--- src/rtl/freq_meter_pkg.sv ---
`default_nettype none
// ============================================================================
// Module   : freq_meter_pkg
// Purpose  : Shared types and helpers for the gated frequency counter.
//            Holds the FSM state encoding and a ceil-log2 helper that is used
//            to size the gate counter.
// Ports    : none (package)
// Revision : 1.0 - initial release
// ============================================================================
package freq_meter_pkg;

  typedef enum logic [1:0] {
    ST_IDLE = 2'd0,
    ST_GATE = 2'd1
  } state_e;

  // Ceiling log2, never less than 1 so that derived vectors stay legal.
  function automatic int unsigned clog2(input int unsigned value);
    int unsigned v;
    int unsigned r;
    v = (value > 0) ? value - 1 : 0;
    r = 0;
    while (v > 0) begin
      r = r + 1;
      v = v >> 1;
    end
    return (r == 0) ? 1 : r;
  endfunction

endpackage : freq_meter_pkg
`default_nettype wire

--- src/rtl/sync_edge_det.sv ---
`default_nettype none
// ============================================================================
// Module   : sync_edge_det
// Purpose  : Brings an asynchronous input into the clk domain through a
//            two-flop synchroniser and flags its rising edges.
// Ports    : clk     - system clock, rising edge
//            clr_n   - asynchronous active-low reset
//            d_async - input asynchronous to clk
//            rise    - one-cycle pulse per synchronised rising edge
// Revision : 1.0 - initial release
// ============================================================================
module sync_edge_det (
  input  logic clk,
  input  logic clr_n,
  input  logic d_async,
  output logic rise
);

  logic s1_q;
  logic s2_q;
  logic s3_q;

  // s1/s2 form the metastability filter; s3 only delays s2 for edge detect.
  always_ff @(posedge clk or negedge clr_n) begin
    if (!clr_n) begin
      s1_q <= 1'b0;
      s2_q <= 1'b0;
      s3_q <= 1'b0;
    end else begin
      s1_q <= d_async;
      s2_q <= s1_q;
      s3_q <= s2_q;
    end
  end

  assign rise = s2_q & ~s3_q;

endmodule : sync_edge_det
`default_nettype wire

--- src/rtl/freq_meter.sv ---
`default_nettype none
// ============================================================================
// Module   : freq_meter
// Purpose  : Gated frequency counter. Counts rising edges of an asynchronous
//            signal over a window of GATE_CYCLES clocks and publishes the
//            count with a one-cycle valid strobe at the end of each window.
// Ports    : clk      - system clock, rising edge
//            clr_n    - asynchronous active-low reset
//            en       - measurement enable, level-sensitive
//            sig_in   - signal under measurement, asynchronous to clk
//            freq     - rising-edge count of the last completed window
//            valid    - one-cycle strobe, freq/overflow updated this cycle
//            overflow - last completed window saturated the counter
// Revision : 1.0 - initial release
// ============================================================================
module freq_meter
  import freq_meter_pkg::*;
#(
  parameter int unsigned GATE_CYCLES = 50_000_000,
  parameter int unsigned CNT_W       = 26
) (
  input  logic             clk,
  input  logic             clr_n,
  input  logic             en,
  input  logic             sig_in,
  output logic [CNT_W-1:0] freq,
  output logic             valid,
  output logic             overflow
);

  localparam int unsigned       GATE_W    = clog2(GATE_CYCLES);
  localparam logic [GATE_W-1:0] GATE_LAST = GATE_W'(GATE_CYCLES - 1);

  state_e             state_q;
  logic [GATE_W-1:0]  gate_cnt_q;
  logic [CNT_W-1:0]   edge_cnt_q;
  logic               sat_q;
  logic [CNT_W-1:0]   freq_q;
  logic               valid_q;
  logic               overflow_q;

  logic               rise;
  logic [CNT_W-1:0]   edge_cnt_d;
  logic               sat_d;

  sync_edge_det u_sync (
    .clk     (clk),
    .clr_n   (clr_n),
    .d_async (sig_in),
    .rise    (rise)
  );

  // Saturating count including this cycle's rise. At window end this is
  // exactly what gets published, so a rise in the final cycle is counted.
  always_comb begin
    edge_cnt_d = edge_cnt_q;
    sat_d      = sat_q;
    if (rise) begin
      if (&edge_cnt_q) begin
        sat_d = 1'b1;
      end else begin
        edge_cnt_d = edge_cnt_q + 1'b1;
      end
    end
  end

  always_ff @(posedge clk or negedge clr_n) begin
    if (!clr_n) begin
      state_q    <= ST_IDLE;
      gate_cnt_q <= '0;
      edge_cnt_q <= '0;
      sat_q      <= 1'b0;
      freq_q     <= '0;
      valid_q    <= 1'b0;
      overflow_q <= 1'b0;
    end else begin
      valid_q <= 1'b0;
      case (state_q)
        ST_IDLE: begin
          gate_cnt_q <= '0;
          edge_cnt_q <= '0;
          sat_q      <= 1'b0;
          if (en) begin
            state_q <= ST_GATE;
          end
        end

        ST_GATE: begin
          if (gate_cnt_q == GATE_LAST) begin
            // Window end wins over en=0: the completed window is published
            // and the next one starts immediately if still enabled.
            freq_q     <= edge_cnt_d;
            overflow_q <= sat_d;
            valid_q    <= 1'b1;
            gate_cnt_q <= '0;
            edge_cnt_q <= '0;
            sat_q      <= 1'b0;
            if (!en) begin
              state_q <= ST_IDLE;
            end
          end else if (!en) begin
            // Abort: partial window is discarded, published values held.
            gate_cnt_q <= '0;
            edge_cnt_q <= '0;
            sat_q      <= 1'b0;
            state_q    <= ST_IDLE;
          end else begin
            gate_cnt_q <= gate_cnt_q + 1'b1;
            edge_cnt_q <= edge_cnt_d;
            sat_q      <= sat_d;
          end
        end

        default: begin
          state_q <= ST_IDLE;
        end
      endcase
    end
  end

  assign freq     = freq_q;
  assign valid    = valid_q;
  assign overflow = overflow_q;

endmodule : freq_meter
`default_nettype wire

--- config.mk ---
export PLATFORM = sky130hd
export DESIGN_NAME = freq_meter
export DESIGN_NICKNAME = d
export VERILOG_FILES = /design/src/rtl/freq_meter_pkg.sv /design/src/rtl/sync_edge_det.sv /design/src/rtl/freq_meter.sv
export SDC_FILE = /design/constraint.sdc
export NUM_CORES = 1
export LEC_CHECK = 0
export BUFFER_PORTS_ARGS = -buffer_cell sky130_fd_sc_hd__buf_2
export CAP_MARGIN = 20
export CORE_MARGIN = 2
export CORE_UTILIZATION = 53
export DETAILED_ROUTE_END_ITERATION = 16
export GPL_ROUTABILITY_DRIVEN = 0
export PLACE_DENSITY = 0.79
export SYNTH_ARGS = -nofsm -noshare
export SYNTH_HDL_FRONTEND = slang
export SYNTH_HIERARCHICAL = 1
export SYNTH_SLANG_ARGS = --single-unit
--- constraint.sdc ---
create_clock -name clk -period 4.91 [get_ports clk]
set_input_delay 0 -clock clk [delete_from_list [all_inputs] [get_ports clk]]
set_output_delay 0 -clock clk [all_outputs]
set_load 0.01 [all_outputs]
==> results.toml <==
[status]
status = "finished clean"

[synth]
yosys.area.top_type = "dfrtp_1"
synth_top_area_frac = 0.5688
synth_warnings = 6
synth_edf_count = 0
synth_seq_area_share = 0.5688
synth_area_leaders = "dfrtp_1 57%, xor2_1 6.8%, nor2_1 6.1%"
synth_cell_types = 32
yosys_most_used_dff = "dfrtp_1"
yosysMostFrequentCell = "dfrtp_1"
async_flop_share = 1.000
avgSynthCellArea_sq_um = 9.973
syn_nets = 381
ys_ff_latch = 85
netlist_instances = 375
synth_common_cells = "85 x dfrtp_1, 61 x nor2_1, 45 x nand2_1"
syn-cell-area_sq_um = 3740

[global_route]
grt_pass1_vias = 2591
grt_use_total = 0.1965
grt_antenna_before_repair = 0
globalRouteOverflowTotal = 0
grt_pass1_wl_um = 11770
grt_max_degree = 86

[route]
drt-wirelength-per-cell_um = 13.64
initialDrtViolationCount = 174
vias = 2702
dr.pass1.iters = 4
ant_nets = 0
wl_um = 6876
via_per_inst = 5.361
drc = 0

[clock_tree]
htree_levels = 3
cts_tree = "yes"
clock_path_buffers = 2
clk_latency_ns = 0.35
clk_pin_slew_ns = 0.08
numCtsBuffers = 9
clock-sinks = 85
cts_resized = 0
cts-root-buf = "clkbuf_8"
cts_setup_buffers = 0
holdBufCountCts = 3

[setup_path]
cp-end-kind = "register"
critical_path_arrival_ns = 2.51
reg2reg_to = "freq[23]"
required_ns = 5.15
cp_top_family = "simple AND/OR/NAND/NOR gates"
r2r_slack_ns = 2.64
critPathMaxStageDelay_ns = 0.63
cp_max_fo = 53
r2r_cells = 5
critPathLaunchType = "register"
startpoint = "gate_cnt_q[7]"
worstSetupPathType = "register to register"
cp-endpoint = "freq[23]"
worstPathCellList = "nor4bb_1, nand4_1, nor2_1, nand3_2, o21ai_0"
rr_startpoint = "gate_cnt_q[7]"
crit_slowest_cell = "nand3_2"
cp.depth = 5
path_buf_inv = 0

[floorplan]
core-area_sq_um = 6794
io_pins = 32
initial_core_util = 0.5505
rows = 30
die_height_um = 88
die_w_um = 88
die-area_sq_um = 7744

[sta]
period_needed_ns = 2.271
worst_pin_slew_ns = 0.9823
timing.fmax_ghz = 0.4403
skew_ns = 0.01009
setup_tns_ns = 0
fin_crit_sh = 0.4626
report.final.slew_viol_count = 0
rsz0062_at_grt = "false"
hold_violations = 0
maxSlewHeadroom = 0.3452
finalSetupViolCount = 0

[layout]
nets = 410
fin_util = 0.6203
multi_input_area_sq_um = 1538
final-seq-area_sq_um = 2127
fillCellCount = 577
insertedDiodeCount = 0
drive_gt1_frac = 0.1397
area_growth_pct = 12.68

[place]
io_buffers = 31
dp_hpwl_um = 4594

[run]
max_cap_violations = 0

[power]
power_density_nw_per_um2 = 292.5
ir_worst_vdd_uv = 147.0
p_leak_nw = 1.899

[hold_path]
hold_class = "input port to asynchronous set/reset pin"
==> state kept, by name, summed over array words and instances, names as in the netlist <==
name / cells
valid: 1
overflow: 1
gate_cnt_q: 26
u_sync/s2_q: 1
sat_q: 1
freq: 26
edge_cnt_q: 26
u_sync/s1_q: 1
state_q: 1
u_sync/s3_q: 1
==> routing by layer <==
layer / wire length, um / GRT usage / vias up / part of all wire
li1: - / - / 1317 / -
met1: 3121 / 0.2483 / 1313 / 0.45
met2: 3357 / 0.3251 / 60 / 0.49
met3: 265 / 0.04430 / 12 / 0.039
met4: 133 / 0.08671 / 0 / 0.019
met5: 0 / 0 / - / 0
==> through the flow <==
step | total power, mW | worst slack [ns] | instances | hold WS, ns | instance area (sq um)
2_1_floorplan | 0.7281 | 2.975 | 375 | -0.2956 | 3740
6_report | 1.233 | 2.639 | 504 | 0.1122 | 4214
4_1_cts | 1.242 | 2.590 | 503 | 0.2783 | 4187
5_1_grt | 1.273 | 2.245 | 504 | 0.1405 | 4214
3_3_place_gp | 0.7446 | 2.749 | 485 | 0.1097 | 3958
3_5_place_dp | 0.7453 | 2.584 | 485 | 0.1149 | 3958
==> where the power goes <==
group | internal, mW | total, mW | switching, mW
clock | 0.258 | 0.498 | 0.239
combinational | 0.00737 | 0.0306 | 0.0232
sequential | 0.702 | 0.704 | 0.00213
total | 0.968 | 1.23 | 0.265
==> worst min path at each step <==
stage | start | depth (start not counted) | end | slack [ns]
2_1_floorplan | clr_n | 0 | edge_cnt_q[0] | -0.30
6_report | clr_n | 2 | freq[20] | 0.11
3_5_place_dp | sig_in | 1 | u_sync/s1_q | 0.11
3_3_place_gp | sig_in | 1 | u_sync/s1_q | 0.11
4_1_cts | sig_in | 2 | u_sync/s1_q | 0.28
5_1_grt | clr_n | 2 | freq[10] | 0.14
==> placed cells by master, fill, tap and decap left out, types with 2 or more instances in the layout <==
cell type	n
clkinv_2	2
o21ai_1	4
xnor2_1	17
nor4_1	4
mux2i_1	2
dfrtp_1	85
buf_2	30
clkbuf_8	11
inv_1	4
o21ai_0	23
nor2_2	2
nor3b_1	2
nor4bb_1	2
nand2_1	45
xor2_1	29
and2_1	2
dlygate4sd3_1	3
or2_2	2
nor3_1	9
a21oi_1	3
nand4_1	16
and3_1	11
nor2_1	61
and4_1	6
nand3_1	18
ha_1	2
==> worst register-to-register path: stages, from the launching register on <==
cell      delay (ns)
dfrtp_1         0.45
nor4bb_1        0.33
nand4_1         0.15
nor2_1          0.16
nand3_2         0.63
o21ai_0         0.45
==> kinds of logic (layout without fill, tap and decap cells) <==
group           count (synthesis)  after routing  share of synthesized area
compound gates                 31             31                    0.04249
mux                             2              2                   0.005353
xor+xnor                       46             46                     0.1077
simple gates                  188            188                     0.2476
buf+inv                        21             54                    0.02141
fa+ha+maj                       2              2                   0.006690
flops                          85             85                     0.5688
==> final cells by class <==
type	count	area share
multi-input cells	269	0.3649
flip-flops and latches	85	0.5048
well taps	96	0.02850
clock buffers	11	0.03593
inverters	4	0.003563
repair buffers	35	0.05107
clock inverters	4	0.01128
Power figures use the tool's default switching activity.
